<file path="src/rtl/mips_pkg.sv">
// Shared MIPS core types: word addresses, fetch FSM states and the reset vector.
package mips_pkg;

    typedef logic [29:0] word_addr_t;

    typedef enum logic [1:0] {
        ISSUE = 2'd0,
        WAIT  = 2'd1,
        DROP  = 2'd2
    } fetch_state_t;

    localparam logic [31:0] RESET_PC_DEFAULT = 32'h0000_3000;

endpackage

</file>
<file path="src/rtl/ifetch_unit_if.sv">
// Instruction-memory request/response bundle between the fetch unit and imem.
interface ifetch_unit_if;

    logic                  imem_req;
    mips_pkg::word_addr_t  imem_addr;
    logic                  imem_gnt;
    logic                  imem_rvalid;
    logic [31:0]           imem_rdata;

    modport master (
        output imem_req,
        output imem_addr,
        input  imem_gnt,
        input  imem_rvalid,
        input  imem_rdata
    );

    modport slave (
        input  imem_req,
        input  imem_addr,
        output imem_gnt,
        output imem_rvalid,
        output imem_rdata
    );

endinterface

</file>
<file path="src/rtl/if_slot.sv">
// IF/ID output register: captures fetched words, empties when consumed,
// clears on redirect and holds while the hazard unit stalls.
module if_slot
    import mips_pkg::*;
(
    input  logic        clk,
    input  logic        rst,
    input  logic        capture,
    input  logic        flush,
    input  logic        stall,
    input  word_addr_t  capture_pc,
    input  logic [31:0] capture_instr,
    output logic        slot_valid,
    output word_addr_t  slot_pc,
    output logic [31:0] slot_instr
);

    // A flush only drops the valid bit; pc/instr keep their last contents.
    always_ff @(posedge clk) begin
        if (rst) begin
            slot_valid <= 1'b0;
            slot_pc    <= '0;
            slot_instr <= '0;
        end else if (flush) begin
            slot_valid <= 1'b0;
        end else if (capture) begin
            slot_valid <= 1'b1;
            slot_pc    <= capture_pc;
            slot_instr <= capture_instr;
        end else if (!stall) begin
            slot_valid <= 1'b0;
        end
    end

endmodule

</file>
<file path="src/rtl/ifetch_unit.sv">
// Fetch front end: PC register, single-outstanding imem request FSM and
// the IF/ID slot, with stall hold and redirect flush.
module ifetch_unit
    import mips_pkg::*;
#(
    parameter logic [31:0] RESET_PC = RESET_PC_DEFAULT
)
(
    input  logic               clk,
    input  logic               rst,
    input  word_addr_t         npc,
    input  logic               redirect,
    input  logic               stall,
    output word_addr_t         PC,
    ifetch_unit_if.master      imem,
    output logic               if_valid,
    output word_addr_t         if_pc,
    output logic [31:0]        if_instr
);

    fetch_state_t state;
    logic         accept;
    logic         capture;

    // Request only from ISSUE, and never while a stalled instruction occupies IF/ID.
    assign imem.imem_req  = !rst && (state == ISSUE) && !(if_valid && stall);
    assign imem.imem_addr = PC;

    assign accept  = imem.imem_req && imem.imem_gnt;
    assign capture = (state == WAIT) && imem.imem_rvalid && !redirect;

    // DROP absorbs the response of a request that a redirect made stale.
    always_ff @(posedge clk) begin
        if (rst) begin
            state <= ISSUE;
        end else begin
            case (state)
                ISSUE: begin
                    if (accept) begin
                        state <= redirect ? DROP : WAIT;
                    end
                end
                WAIT: begin
                    if (imem.imem_rvalid) begin
                        state <= ISSUE;
                    end else if (redirect) begin
                        state <= DROP;
                    end
                end
                DROP: begin
                    if (imem.imem_rvalid) begin
                        state <= ISSUE;
                    end
                end
                default: state <= ISSUE;
            endcase
        end
    end

    always_ff @(posedge clk) begin
        if (rst) begin
            PC <= RESET_PC[31:2];
        end else if (redirect || capture) begin
            PC <= npc;
        end
    end

    if_slot u_slot (
        .clk           (clk),
        .rst           (rst),
        .capture       (capture),
        .flush         (redirect),
        .stall         (stall),
        .capture_pc    (PC),
        .capture_instr (imem.imem_rdata),
        .slot_valid    (if_valid),
        .slot_pc       (if_pc),
        .slot_instr    (if_instr)
    );

endmodule
</file>
<file path="src/flat_wrapper.sv">
// flat-port wrapper written by rule: the top's interface ports become plain ports
module ifetch_unit_flat import mips_pkg::*;
#(
    parameter logic [31:0] RESET_PC = RESET_PC_DEFAULT
)
  (clk, rst, npc, redirect, stall, PC, if_valid, if_pc, if_instr, imem_imem_req, imem_imem_addr, imem_imem_gnt, imem_imem_rvalid, imem_imem_rdata);
  ifetch_unit_if imem_i ();
  input  logic clk;
  input  logic rst;
  input  word_addr_t npc;
  input  logic redirect;
  input  logic stall;
  output word_addr_t PC;
  output logic if_valid;
  output word_addr_t if_pc;
  output logic [31:0] if_instr;
  output wire logic [$bits(imem_i.imem_req)-1:0] imem_imem_req;
  output wire logic [$bits(imem_i.imem_addr)-1:0] imem_imem_addr;
  input wire logic [$bits(imem_i.imem_gnt)-1:0] imem_imem_gnt;
  input wire logic [$bits(imem_i.imem_rvalid)-1:0] imem_imem_rvalid;
  input wire logic [$bits(imem_i.imem_rdata)-1:0] imem_imem_rdata;
  assign imem_imem_req = imem_i.imem_req;
  assign imem_imem_addr = imem_i.imem_addr;
  assign imem_i.imem_gnt = imem_imem_gnt;
  assign imem_i.imem_rvalid = imem_imem_rvalid;
  assign imem_i.imem_rdata = imem_imem_rdata;
  ifetch_unit #(.RESET_PC(RESET_PC)) u_core (.clk(clk), .rst(rst), .npc(npc), .redirect(redirect), .stall(stall), .PC(PC), .imem(imem_i), .if_valid(if_valid), .if_pc(if_pc), .if_instr(if_instr));
endmodule
</file>
<file path="config.mk">
export PLATFORM = sky130hd
export DESIGN_NAME = ifetch_unit_flat
export DESIGN_NICKNAME = d
export VERILOG_FILES = /design/src/rtl/mips_pkg.sv /design/src/rtl/ifetch_unit_if.sv /design/src/rtl/if_slot.sv /design/src/rtl/ifetch_unit.sv /design/src/flat_wrapper.sv
export SDC_FILE = /design/constraint.sdc
export NUM_CORES = 1
export LEC_CHECK = 0
export BUFFER_PORTS_ARGS = -buffer_cell sky130_fd_sc_hd__buf_2
export CELL_PAD_IN_SITES_DETAIL_PLACEMENT = 1
export CELL_PAD_IN_SITES_GLOBAL_PLACEMENT = 2
export CORE_MARGIN = 4
export CORE_UTILIZATION = 27
export CTS_BUF_LIST = sky130_fd_sc_hd__clkbuf_16
export CTS_CLUSTER_DIAMETER = 100
export DETAILED_ROUTE_END_ITERATION = 6
export GPL_ROUTABILITY_DRIVEN = 0
export PLACE_DENSITY = 0.85
export SYNTH_ARGS = -nofsm -noshare
export SYNTH_HDL_FRONTEND = slang
export SYNTH_SLANG_ARGS = --single-unit
export TNS_END_PERCENT = 1
</file>
<file path="constraint.sdc">
create_clock -name clk -period 2.2 [get_ports clk]
set_clock_uncertainty 0.2 [all_clocks]
set_input_delay 0.11 -clock clk [delete_from_list [all_inputs] [get_ports clk]]
set_output_delay 0.11 -clock clk [all_outputs]
set_load 0.01 [all_outputs]
</file>
Word level (Yosys, flattened, before mapping)
Index checks and enable logic that the tools add are counted.
{ "classes": {"add_sub_neg": 0, "mul": 0, "div": 0, "n_lt_le_gt_ge": 0, "n_eq_ne": 6, "shift": 0, "muxes": 8, "bitwise_logic": 1, "n_reduce_logical": 14} }
{ "ops": {"columns": ["cell", "n"], "rows": [
  ["$mux W2", 5],
  ["$logic_and A1 B1 Y1", 6],
  ["$pmux W2 S3", 1],
  ["$ne A2 B1 Y1 const B", 2],
  ["$logic_not A1 Y1", 3],
  ["$ne A3 B3 Y1 const B", 1],
  ["$reduce_and A3 Y1", 1],
  ["$eq A2 B1 Y1 const B", 1],
  ["$eq A2 B2 Y1 const B", 1],
  ["$logic_not A2 Y1", 1],
  ["$mux W1", 2],
  ["$ne A2 B2 Y1 const B", 1],
  ["$reduce_and A2 Y1", 1],
  ["$reduce_or A2 Y1", 1],
  ["$logic_or A1 B1 Y1", 1],
  ["$not A1 Y1", 1]
]} }
{ "totals": {"regBits": 95, "latchBits": 0, "mem_bits_rw": 0, "romBits": 0, "word_cells": 34, "mem_count": 0} }

Longest topological paths before layout
Gate-level depths: netlist (run 1).
{ "logic_depth": {"ltp_word": 6, "mapped_depth": 5} }

Modules after synthesis
From an unflattened synthesis (run 1), not the netlist that was laid out.
{ "unflattened": {"hier_cells": 460, "hier_area_um2": 4844.6} }
{ "modules_own_cells": {"columns": ["mod", "instances", "cells_each", "area_each_um2"], "rows": [
  ["if_slot", 1, 286, 3168.0],
  ["ifetch_unit", 1, 174, 1676.6]
]} }

Worst setup path before layout (run 1)
OpenSTA, ideal clock, no wires.
{ "synth_timing": {"kind": "flip-flop to flip-flop", "start": "register u_core.state[0]", "end": "register u_core.PC[0]", "t_arrival_ns": 1.056, "t_required_ns": 1.928, "path_slack_ns": 0.873, "stages_incl_launch_ff": 5, "n_path_buf": 1, "period_less_slack_ns": 1.327, "cell_sequence": "dfxtp_1 nor2b_2 a21oi_2 buf_6 mux2i_1"} }
{ "synth_between": {"elab_chain_len": 4} }
{ "synth_lines": {"columns": ["element", "line_no", "rtl"], "rows": [
  ["start, declared", "ifetch_unit.sv:21", "fetch_state_t state;"],
  ["start signal, assigned", "ifetch_unit.sv:40", "state <= redirect ? DROP : WAIT;"],
  ["$eq A2 B1 Y1", "ifetch_unit.sv:30", "assign capture = (state == WAIT) && imem.imem_rvalid && !redirect;"],
  ["$logic_and A1 B1 Y1 (2 in a row)", "ifetch_unit.sv:30", null],
  ["$logic_or A1 B1 Y1", "ifetch_unit.sv:63", "end else if (redirect || capture) begin"],
  ["end signal, assigned", "ifetch_unit.sv:62", "PC <= RESET_PC[31:2];"],
  ["end signal, assigned", "ifetch_unit.sv:64", "PC <= npc;"],
  ["end, declared", "ifetch_unit.sv:14", "output word_addr_t PC,"]
]} }
Every way passes these cells.
A chain may end at the register's enable or synchronous reset.

Final worst setup path (run 1)
{ "layout_timing": {"start": "input port redirect", "end": "register u_core.u_slot.slot_pc[15]"} }
{ "layout_between": {"elab_chain_len": 3} }
{ "layout_lines": {"columns": ["element", "line_no", "rtl"], "rows": [
  ["start, declared", "flat_wrapper.sv:11", "input logic redirect;"],
  ["$logic_not A1 Y1", "ifetch_unit.sv:30", null],
  ["$logic_and A1 B1 Y1", "ifetch_unit.sv:30", null],
  ["$reduce_and A2 Y1 (no line) (*)", null, null],
  ["end signal, assigned", "if_slot.sv:28", "slot_pc <= capture_pc;"],
  ["end, declared", "if_slot.sv:14", "output word_addr_t slot_pc,"]
]} }
Every way passes the cells marked *; elsewhere a longest branch is shown, timed or not.

==> results of run 1 <==
[cells by family (layout without fill, tap and decap cells)]
kind of cell / Yosys count / after routing / synth area share
mux: 30 / 30 / 0.0769
flops: 95 / 95 / 0.487
simple gates: 193 / 193 / 0.231
compound gates: 68 / 68 / 0.0904
buf+inv: 62 / 281 / 0.115
[registers in the layout, indices dropped and copies added, names as in the netlist]
| name | flops |
|---|---|
| u_core.PC | 30 |
| u_core.u_slot.slot_instr | 32 |
| u_core.u_slot.slot_pc | 30 |
| u_core.state | 2 |
| u_core.u_slot.slot_valid | 1 |
[repair_timing]
action,4_1_cts,5_1_grt
gates resized for setup,0,0
hold buffers,67,0
setup buffers,0,0
hold endpoints to repair,75,0
[cell type report]
type	count	area [um2]
Clock buffer	9	225
Fill cell	1727	8370
Clock inverter	7	31.3
Timing Repair Buffer	264	1710
Tap cell	180	225
Sequential cell	95	1900
Multi-Input combinational cell	291	1580
Inverter	1	3.75
[per-stage QoR]
step	total power, mW	hold slack (ns)	cells	setup slack [ns]
3_3_place_gp	2.19	0.154	764	0.475
4_1_cts	3.72	0.0619	847	0.289
3_5_place_dp	2.20	0.161	764	0.399
2_1_floorplan	2.06	-0.0113	448	0.873
5_1_grt	3.82	0.0959	847	0.168
6_report	3.64	0.0782	847	0.284
[worst min-delay path, delay by kind of cell]
| family | cells | cell delay [ns] |
|---|---|---|
| buf+inv | 1 | 0.09 |
| compound gates | 1 | 0.16 |
| simple gates | 2 | 0.20 |
[synthesized netlist by cell type, drive strengths merged]
cell and instances:
a21oi 65, a22oi 2, a32oi 1, and4bb 1, buf 49, clkbuf 12, dfxtp 95, inv 1
mux2i 30, nand2 124, nand2b 56, nand4b 1, nand4bb 1, nor2 5, nor2b 2, nor3 1
nor3b 1, nor4 1
[worst min path at each step]
stage                                   start                                   endpoint  slack (ns)  cells after the start
after floorplan                      redirect               u_core.state[0]$_SDFFE_PP0P_       -0.01                      1
after global placement    imem_imem_rdata[20]  u_core.u_slot.slot_instr[20]$_SDFFE_PP0P_        0.15                      3
after detailed placement  imem_imem_rdata[27]  u_core.u_slot.slot_instr[27]$_SDFFE_PP0P_        0.16                      3
after CTS                       imem_imem_gnt               u_core.state[0]$_SDFFE_PP0P_        0.06                      4
after global routing            imem_imem_gnt               u_core.state[0]$_SDFFE_PP0P_         0.1                      4
final                           imem_imem_gnt               u_core.state[0]$_SDFFE_PP0P_        0.08                      4
[routing by layer]
metal  routed length, um  up-vias  part of all wire
met5                  13        -            0.0010
met4                 183        2             0.014
met2                6350      118              0.50
met3                 849       16             0.067
li1                    -     1838                 -
met1                5300     1777              0.42
[power breakdown]
group / total, mW / switching, mW / leakage (nW) / internal (mW)
clock: 1.40 / 0.652 / 0.127 / 0.745
combinational: 0.439 / 0.199 / 1.69 / 0.240
sequential: 1.81 / 0.0450 / 0.772 / 1.76
total: 3.64 / 0.896 / 2.58 / 2.75
==> metrics.txt, run 1 <==
outcome=completed; Final setup violation count=0; dominant cell type by area after synthesis=dfxtp_1; critical path class=in2reg; CP Data Required Time=2.21 ns; Slew Viols, Final=0; largest net degree at the start of global routing=64; placed cell areas=4750 um2; Net Count, Synth=516; first-pass GRT wire length=19.8 mm; Netlist Area Pre-Place=3900 um2; CP arrival=1.93 ns; final routed DRC violation total=0; via count=3,751; layout cells sized above 1=0.318; Synth Instances=448; Unique masters post-synth=23; share of Yosys cell area claimed by the top area cell type=0.487; Seq/Total Area, Yosys=0.487; CP max FO=33; worst skew pair latency=about 0.34 ns; Max H-tree Level=3; DRT Pass-1 Iters=4; detailed placement HPWL=8.44 mm; nets=730; Port Buf Inserts=around 190; Yosys reg bits=95; DIE WIDTH=roughly 130 um; worst slew pin tran=0.519 ns; vias in the first global route=3,973; Max transition margin=0.653; MaxCap Viol Count=0; largest cells by area after synthesis=dfxtp_1, nand2_1, nand2b_1; GR Layer Usage met1=0.171; final instance area=5680 um2; Hold Vio Cnt, Final=0; CP startpoint kind=input pin; pwr/cell area=642 nW/um2; commonest non-fill, non-tap cell in the layout=buf_2; RSZ-0062 raised after global routing=no; Final Core Density=0.404; # rows=43; syn avg cell area=8.71 um2; Reg2Reg Depth=4; num ports=192; ant diodes=0; Die Y=128 um; final WL=12.7 mm; Final min period=1.92 ns; routing usage on met3=0.0442; CTS tree=done; starting density of the core=0.278; Overflow after GRT=0; vias per cell=roughly 4.4; synth warn=0; initial antenna violation count=1; clk sink count=95; Leak Pwr=2.58 nW; Die ar.=16,400 um2; commonest cells after routing, fill and taps aside=buf_2, nand2_1, dfxtp_1; Critical Path End=u_core.u_slot.slot_pc[15]$_SDFFE_PP0P_; antenna viol nets, final=0; Worst path slowest cell=nand4bb_4; reg2reg end=u_core.state[1]$_SDFFE_PP0P_; DRT iter0 DRCs=86; Final TNS setup=0 ns; clk buf depth=2; met2 Use GR=0.270; GRT Total Usage=0.151; Num CTS Buffers=9; Stages on worst setup path=6; DR WL/cell=15.0 um; family with the most delay on the worst path=buffers and inverters; beginning of the worst register-to-register path=u_core.state[0]$_SDFFE_PP0P_; crit path cell chain=dlygate4sd3_1, buf_2, nand4bb_4, buf_12, nand2_1, a21oi_1; Setup crit end kind=register; area delta synth->final=45.4%; CTS root buf=clkbuf_16; VDD IR max=0.000322 V; Buffers & Inverters on Critical Path=3; period utilization=0.871; CP Launch Point=redirect; HP Class=in2reg; clock transition at the registers of the reported paths=about 0.060 ns; core box area=approximately 14,000 um2; CP peak stage delay=0.57 ns; gr busiest metal=met2; reg-to-reg slack, setup=0.32 ns; Fmax achieved=approximately 0.52 GHz
No activity file was read; power rests on OpenSTA's default activity.
==> inputs of run 2 (changes only) <==
--- a/config.mk
+++ b/config.mk
@@ -9,12 +9,12 @@
 export CELL_PAD_IN_SITES_DETAIL_PLACEMENT = 1
 export CELL_PAD_IN_SITES_GLOBAL_PLACEMENT = 2
 export CORE_MARGIN = 4
-export CORE_UTILIZATION = 27
+export CORE_UTILIZATION = 23
 export CTS_BUF_LIST = sky130_fd_sc_hd__clkbuf_16
 export CTS_CLUSTER_DIAMETER = 100
 export DETAILED_ROUTE_END_ITERATION = 6
 export GPL_ROUTABILITY_DRIVEN = 0
-export PLACE_DENSITY = 0.85
+export PLACE_DENSITY = 0.77
 export SYNTH_ARGS = -nofsm -noshare
 export SYNTH_HDL_FRONTEND = slang
 export SYNTH_SLANG_ARGS = --single-unit
==> constraint.sdc (replaced) <==
create_clock -name clk -period 1.5 [get_ports clk]
set_clock_uncertainty 0.2 [all_clocks]
set_input_delay 0.075 -clock clk [delete_from_list [all_inputs] [get_ports clk]]
set_output_delay 0.075 -clock clk [all_outputs]
set_load 0.01 [all_outputs]
==> metrics.txt, run 2 (synthesized netlist as in run 1, its figures left out) <==
worst slew pin tran=0.388 ns; Hold Vio Cnt, Final=1; CP arrival=roughly 1.2 ns; # hold bufs at CTS=65; Leak Pwr=2.69 nW; Final setup violation count=1; detailed placement HPWL=9.11 mm; Overflow after GRT=0; Final TNS setup=-0.00989 ns; layout cells sized above 1=0.349; ant diodes=0; period utilization=1.01; CP max FO=3; clock transition at the registers of the reported paths=0.06 ns; final WL=13.0 mm; Max transition margin=0.740; Setup crit end kind=primary output; Reg2Reg Depth=6; CTS root buf=clkbuf_16; Fin Hold WS=-0.0594 ns; vias in the first global route=4,101; CTS tree=done; core box area=16,600 um2; num ports=192; Regs by FF count=u_core.u_slot.slot_instr (32), u_core.PC (30), u_core.u_slot.slot_pc (30); RSZ-0062 raised after global routing=yes; Worst Hold Depth=3; DR WL/cell=around 14 um; nets=743; DRT Pass-1 Iters=4; Max H-tree Level=3; outcome=complete, but fails checks; max reg flops=32; Final Worst Setup Slack=-0.00989 ns; GRT Total Usage=0.135; Most flops, register=u_core.u_slot.slot_instr; Num CTS Buffers=9; area delta synth->final=52.4%; DIE WIDTH=about 140 um; DRT iter0 DRCs=87; HP Class=in2reg; clk sink count=95; worst skew pair latency=around 0.34 ns; failing checks=negative hold slack, negative setup slack; starting density of the core=0.235; # rows=47; CP Data Required Time=between 1 and 1.5 ns; first-pass GRT wire length=21.2 mm; Die ar.=approximately 19,000 um2; largest net degree at the start of global routing=38; Final Core Density=0.359; clk buf depth=2; via count=3,813; commonest non-fill, non-tap cell in the layout=buf_2; Die Y=138 um; commonest cells after routing, fill and taps aside=buf_2, nand2_1, dfxtp_1; Fmax achieved=0.662 GHz; VDD IR max=0.000493 V; antenna viol nets, final=0; final routed DRC violation total=0; initial antenna violation count=0; pwr/cell area=942 nW/um2; CP startpoint kind=register; critical path class=reg2out; MaxCap Viol Count=0; vias per cell=4.24; Slew Viols, Final=0; Final min period=1.51 ns; Port Buf Inserts=191
## run 2: cell types whose count changed in the layout (fill, tap and decap cells not counted), sizes merged
cell and delta:
clkinvlp -1, bufinv +1, dlygate4sd3 -2, buf +15
## run 2: critical path, stage by stage (launching register included)
cell and delay (ns):
dfxtp_2 0.33, buf_6 0.11, a21oi_4 0.10, nor3b_2 0.19
buf_2 0.16
## run 2: area by class of cell
type | count | area (um2)
fillers | 2001 | 10600
flip-flops and latches | 95 | 1900
repair buffers | 277 | 1870
multi-input cells | 291 | 1600
well taps | 220 | 275
clock buffers | 9 | 225
clock inverters | 7 | 65.1
inverters | 1 | 3.75
## run 2: per-stage QoR
| step | total power [mW] | instances | instance area, um2 | setup WS (ns) |
|---|---|---|---|---|
| floorplan | 3.02 | 448 | 3900 | 0.173 |
| global placement | 3.25 | 816 | 4950 | 0.128 |
| detailed placement | 3.26 | 816 | 4950 | 0.0449 |
| CTS | 5.71 | 899 | 5930 | -0.0330 |
| global route | 5.87 | 900 | 5950 | -0.0558 |
| finish | 5.60 | 900 | 5950 | -0.00989 |
## run 2: power breakdown
part | leakage, nW | internal (mW) | switching, mW | total (mW)
sequential | 0.773 | 2.59 | 0.0672 | 2.65
clock | 0.148 | 1.28 | 0.981 | 2.26
combinational | 1.77 | 0.383 | 0.304 | 0.686
total | 2.69 | 4.25 | 1.35 | 5.60
## run 2: timing repair
item                       4_1_cts  5_1_grt
setup buffers                    2        1
pin swaps                        0        2
setup endpoints to repair        1       35
gates resized for setup          5        4
hold endpoints to repair        70        1
## run 2: worst paths after layout
kind	endpoint	startpoint	slack, ns
setup / recovery	imem_imem_req	u_core.state[0]$_SDFFE_PP0P_	-0.01
hold / removal	u_core.u_slot.slot_valid$_SDFFE_PP0P_	stall	-0.06
setup reg to reg	u_core.u_slot.slot_instr[0]$_SDFFE_PP0P_	u_core.state[0]$_SDFFE_PP0P_	0.06
hold reg to reg	u_core.u_slot.slot_pc[2]$_SDFFE_PP0P_	u_core.u_slot.slot_pc[2]$_SDFFE_PP0P_	0.25
## run 2: per-layer routing
| metal | routed length, um | GRT usage | share of wire | up-vias |
|---|---|---|---|---|
| li1 | - | - | - | 1864 |
| met1 | 5390 | 0.157 | 0.41 | 1800 |
| met2 | 6610 | 0.236 | 0.51 | 127 |
| met3 | 727 | 0.0373 | 0.056 | 22 |
| met4 | 286 | 0.0504 | 0.022 | 0 |
| met5 | 0 | 0 | 0 | - |
